--- src/rtl/dmem_arbiter.sv ---
// dmem_arbiter: two-requester arbiter/sequencer in front of single-ported DATA_MEMORY.
// Port 0 = core load/store, port 1 = loader/debug. One request is latched, driven
// as a single access cycle, and load data is returned registered with an rvalid pulse.
// Optional feature: define DMEM_ARB_FIXED_PRIORITY_EN for fixed priority (port 0
// always wins a conflict); otherwise conflicts are resolved round-robin.
module dmem_arbiter #(
    parameter int ADDR_W     = 4,
    parameter int DATA_W     = 32,
    parameter int RD_LATENCY = 1
) (
    input  logic              clk,
    input  logic              reset,
    input  logic              req0,
    input  logic              req1,
    input  logic              we0,
    input  logic              we1,
    input  logic [ADDR_W-1:0] addr0,
    input  logic [ADDR_W-1:0] addr1,
    input  logic [DATA_W-1:0] wdata0,
    input  logic [DATA_W-1:0] wdata1,
    input  logic [2:0]        mtype0,
    input  logic [2:0]        mtype1,
    output logic              gnt0,
    output logic              gnt1,
    output logic              rvalid0,
    output logic              rvalid1,
    output logic [DATA_W-1:0] rdata,
    output logic              busy,
    output logic [ADDR_W-1:0] mem_address,
    output logic [DATA_W-1:0] mem_write_data,
    output logic              mem_write_enable,
    output logic              mem_read_enable,
    output logic [2:0]        mem_mem_type,
    input  logic [DATA_W-1:0] mem_read_data
);

    localparam logic [1:0] ST_IDLE   = 2'd0;
    localparam logic [1:0] ST_ACCESS = 2'd1;
    localparam logic [1:0] ST_WAIT   = 2'd2;
    localparam logic [1:0] ST_RESP   = 2'd3;

    // WAIT counts down from RD_LATENCY-1 to 0; unused when RD_LATENCY is 0.
    localparam logic [1:0] WAIT_INIT = (RD_LATENCY > 0) ? 2'(RD_LATENCY - 1) : 2'd0;

    logic [1:0]        state;
    logic [1:0]        wait_cnt;
    logic              lat_id;
    logic              lat_we;
    logic [ADDR_W-1:0] lat_addr;
    logic [DATA_W-1:0] lat_wdata;
    logic [2:0]        lat_mtype;
    logic              winner;
    logic              any_req;

    assign any_req = req0 | req1;

`ifndef DMEM_ARB_FIXED_PRIORITY_EN
    logic last_grant;

    // Round-robin history: remembers the port granted on each IDLE->ACCESS move
    always_ff @(posedge clk or negedge reset) begin
        if (!reset) begin
            last_grant <= 1'b1;
        end else if (state == ST_IDLE && any_req) begin
            last_grant <= winner;
        end
    end
`endif

    // Winner selection among the currently asserted requests
    always_comb begin
        winner = 1'b0;
        if (req0 && req1) begin
`ifdef DMEM_ARB_FIXED_PRIORITY_EN
            winner = 1'b0;
`else
            winner = ~last_grant;
`endif
        end else if (req1) begin
            winner = 1'b1;
        end
    end

    // Sequencer FSM and request latch
    always_ff @(posedge clk or negedge reset) begin
        if (!reset) begin
            state     <= ST_IDLE;
            wait_cnt  <= '0;
            lat_id    <= 1'b0;
            lat_we    <= 1'b0;
            lat_addr  <= '0;
            lat_wdata <= '0;
            lat_mtype <= '0;
        end else begin
            case (state)
                ST_IDLE: begin
                    if (any_req) begin
                        state     <= ST_ACCESS;
                        lat_id    <= winner;
                        lat_we    <= winner ? we1 : we0;
                        lat_addr  <= winner ? addr1 : addr0;
                        lat_wdata <= winner ? wdata1 : wdata0;
                        lat_mtype <= winner ? mtype1 : mtype0;
                    end
                end
                ST_ACCESS: begin
                    if (lat_we) begin
                        state <= ST_IDLE;
                    end else if (RD_LATENCY > 0) begin
                        state    <= ST_WAIT;
                        wait_cnt <= WAIT_INIT;
                    end else begin
                        state <= ST_RESP;
                    end
                end
                ST_WAIT: begin
                    if (wait_cnt == '0) begin
                        state <= ST_RESP;
                    end else begin
                        wait_cnt <= wait_cnt - 2'd1;
                    end
                end
                ST_RESP: begin
                    state <= ST_IDLE;
                end
                default: begin
                    state <= ST_IDLE;
                end
            endcase
        end
    end

    // Load data capture: end of ACCESS for zero latency, else end of last WAIT cycle
    always_ff @(posedge clk or negedge reset) begin
        if (!reset) begin
            rdata <= '0;
        end else if ((state == ST_ACCESS && !lat_we && RD_LATENCY == 0) ||
                     (state == ST_WAIT && wait_cnt == '0)) begin
            rdata <= mem_read_data;
        end
    end

    // Output decode from state and latched request only (no req-to-mem path)
    always_comb begin
        gnt0             = (state == ST_ACCESS) && !lat_id;
        gnt1             = (state == ST_ACCESS) &&  lat_id;
        rvalid0          = (state == ST_RESP)   && !lat_id;
        rvalid1          = (state == ST_RESP)   &&  lat_id;
        busy             = (state != ST_IDLE);
        mem_write_enable = (state == ST_ACCESS) &&  lat_we;
        mem_read_enable  = (state == ST_ACCESS) && !lat_we;
        mem_write_data   = mem_write_enable ? lat_wdata : '0;
        mem_address      = lat_addr;
        mem_mem_type     = lat_mtype;
    end

endmodule

--- config.mk ---
export PLATFORM = sky130hd
export DESIGN_NAME = dmem_arbiter
export DESIGN_NICKNAME = d
export VERILOG_FILES = /design/src/rtl/dmem_arbiter.sv
export SDC_FILE = /design/constraint.sdc
export NUM_CORES = 1
export LEC_CHECK = 0
export BUFFER_PORTS_ARGS = -buffer_cell sky130_fd_sc_hd__buf_2
export CAP_MARGIN = 20
export CORE_ASPECT_RATIO = 1.75
export CORE_UTILIZATION = 42
export CTS_BUF_LIST = sky130_fd_sc_hd__clkbuf_8
export CTS_CLUSTER_DIAMETER = 50
export DETAILED_ROUTE_END_ITERATION = 12
export PLACE_DENSITY = 0.76
export SYNTH_ARGS = -nofsm -noshare
export SYNTH_HDL_FRONTEND = slang
export SYNTH_SLANG_ARGS = --single-unit
--- constraint.sdc ---
create_clock -name clk -period 1.5 [get_ports clk]
set_input_delay 0.075 -clock clk [delete_from_list [all_inputs] [get_ports clk]]
set_output_delay 0.075 -clock clk [all_outputs]
set_load 0.005 [all_outputs]
==> flow_summary.ini <==
[status]
status = finished, violations left
violations = setup timing

[global_routing]
overflow = 0
grt_pass1_vias = 3209
grt_usage = 0.221
grt_max_degree = 43
grt_pass1_wl_mm = 15.0
antenna_found_initial = 0

[worst_setup_path]
cp.arrival_ns = 1.90
r2r_cells = 4
r2r-end = lat_wdata[3]$_DFFE_PN0P_
cp_data_required_time_ns = 1.74
path_max_fanout = 13
startpoint_type = flip-flop
regToRegSetupSlack_ns = -0.17
crit_type = flip-flop to flip-flop
end_kind = flip-flop
r2r-start = last_grant$_DFFE_PN1P_

[run]
maxCapViolCount = 0

[synthesis]
synth_fa_ha_area_frac = 0.00340
muxShareOfSynthArea = 0.342
yosys.area_share.simple = 0.0748
ys_ff_latch = 78
synth_area_leaders = dfrtp_1 (52%), mux2_2 (22%), mux2_1 (12%), and2_1 (5.4%), buf_6 (1.2%)
postSynthAreaPerCell_um2 = 13.6
syn_inst = 270
ys.warnings.count = 0
netlist-cell-type-count = 22
synth_top_family_by_area = multiplexers
synth_area_um2 = 3680
synth_xor_area_frac = 0
synth_area_leader_cell = dfrtp_1
ys_seq_area_frac = 0.531
yosysTopAreaCellShare = 0.524
synth_compound_area_frac = 0.0177
synth_fp_nets = 387

[die]
rows = 44
coreArea_um2 = 8370
die_h_um = 126
die_area_um2 = 9150
ios = 194
start_util = 0.440
die-width_um = 72.8

[sta]
min_period_ns = 1.67
finalCritPeriodShare = 1.11
clock_skew_ns = 0.00977
hold_ws_ns = 0.0110
rsz0062_at_grt = yes
worst_slack_ns = -0.167
slew_headroom = 0.800
setup_viol = 96
slew_viol_final = 0
tns_ns = -7.95
tightest_slew_ns = 0.300
finalHoldViolCount = 0
clock.fmax_mhz = 600

[detailed_routing]
ant_nets = 0
drt_iter0_markers = 139
dr.pass1.iters = 4
drt-total-wl_mm = 11.2
drc = 0
avgViaCountPerCell = 4.92
via_count = 3176
wl_per_cell_um = 17.3

[clock_tree]
root_buffer = clkbuf_8
clk_latency_ns = 0.36
htree_levels = 3
cts.sinks = 78
clock_path_buffers = 2
cts_buffers = 9
cts_tree = built
path_clk_slew_ns = 0.08

[cells_and_area]
fillers = 552
drive_gt1_frac = 0.700
area_delta_synth_final_pct = 66.6
diodes = 0
final_cells = 645
finish.instance_area_um2 = 6130
nNetsFinal = 642

[min_path]
hp-class = input port to flip-flop
min_from = we0
min_path_cells = 3
min_to = lat_we$_DFFE_PN0P_

[placed_design]
placed_area_um2 = 4870
placedCellCount = 576
dp_hpwl_mm = 6.29
place.gp.congestion = 0.768
io_buffers = 193

[pwr]
power.density_nw_per_um2 = 1780
leakage_nw = 3.10
ir_drop_mv = 1.23
-- cell usage in the layout (no fill, tap or decap), types with 8 or more instances in the layout --
| master | n |
|---|---|
| buf_2 | 165 |
| dfrtp_1 | 76 |
| mux2_2 | 58 |
| mux2_4 | 38 |
| dlygate4sd3_1 | 35 |
| buf_6 | 31 |
| and2_4 | 27 |
| mux2_1 | 14 |
| buf_4 | 12 |
| clkbuf_8 | 11 |
| nor2_1 | 9 |
| buf_12 | 8 |
-- sequential cells by signal, summed over array words and instances, names as in the netlist, named ones only --
name,cells
last_grant,1
lat_id,1
lat_wdata,32
lat_we,1
mem_address,4
mem_mem_type,3
rdata,32
state,1
wait_cnt,2
-- worst max-delay path: stages (launching register included) --
cell	delay, ns
dfstp_2	0.55
a21bo_4	0.21
clkbuf_16	0.20
mux2_1	0.33
mux2_2	0.26
-- cell families after synthesis --
logic type	Yosys count
muxes	112
DFF	78
and+or+nand+nor	49
buffers and inverters	20
AOI/OAI and AO/OA	10
adders and majority gates	1
-- power by group --
part           total (W)  internal, W  switching [W]  leakage, nW
sequential       0.00377      0.00319       0.000582        0.915
clock            0.00159     0.000845       0.000744        0.110
combinational    0.00555      0.00352        0.00204         2.07
total             0.0109      0.00755        0.00336         3.10
-- layer usage --
layer	share of wire	global-route usage
met4	0.032	0.116
met2	0.58	0.415
met5	0	0
met1	0.34	0.216
met3	0.044	0.0488
-- worst max path at each step --
| stage | from | endpoint | slack (ns) | cells after the start |
|---|---|---|---|---|
| global placement | last_grant$_DFFE_PN1P_ | mem_mem_type[2]$_DFFE_PN0P_ | -0.09 | 4 |
| detailed placement | last_grant$_DFFE_PN1P_ | lat_wdata[28]$_DFFE_PN0P_ | -0.13 | 4 |
| global route | last_grant$_DFFE_PN1P_ | lat_wdata[2]$_DFFE_PN0P_ | -0.22 | 5 |
| finish | last_grant$_DFFE_PN1P_ | lat_wdata[3]$_DFFE_PN0P_ | -0.17 | 4 |
| floorplan | last_grant$_DFFE_PN1P_ | lat_wdata[26]$_DFFE_PN0P_ | -0.05 | 5 |
| CTS | flip-flop | mem_write_data[30] | -0.14 | 6 |
-- cell type report --
class,count,area [um^2],share of cell area
inverter,5,18.8,0.00306
multi-input combinational,172,1860,0.304
timing repair buffer,259,1950,0.318
clock buffer,11,151,0.0247
tap,115,144,0.0235
sequential,78,1950,0.319
clock inverter,5,48.8,0.00796
-- per-stage QoR --
step | power [W] | util | setup WS (ns)
global route | 0.0115 | 0.733 | -0.216
floorplan | 0.00598 | - | -0.0505
global placement | 0.00752 | 0.582 | -0.0950
detailed placement | 0.00769 | 0.582 | -0.129
finish | 0.0109 | 0.733 | -0.167
CTS | 0.00977 | 0.672 | -0.143
-- synthesized netlist by cell type --
cell type	number
inv_1	5
a21oi_1	3
nand3b_1	1
o21ai_0	1
o21ai_1	1
mux2_2	72
a21bo_1	1
buf_2	8
buf_6	4
a211oi_1	2
nand2b_1	3
dfrtp_1	77
dfstp_2	1
a31oi_1	1
ha_1	1
mux2i_1	2
clkbuf_1	3
nor2_1	11
o2bb2ai_1	1
mux2_1	38
nand2_1	2
and2_1	32
-- what timing repair did --
item                                    in CTS  in global routing
hold buffers                                35                  0
hold endpoints to repair                   112                  0
gates resized for setup                     24                 92
gates cloned                                 3                  5
endpoints found under the setup margin      72                105
pin swaps                                    2                 28
setup buffers                                4                  8
No activity file was read; power rests on OpenSTA's default activity.
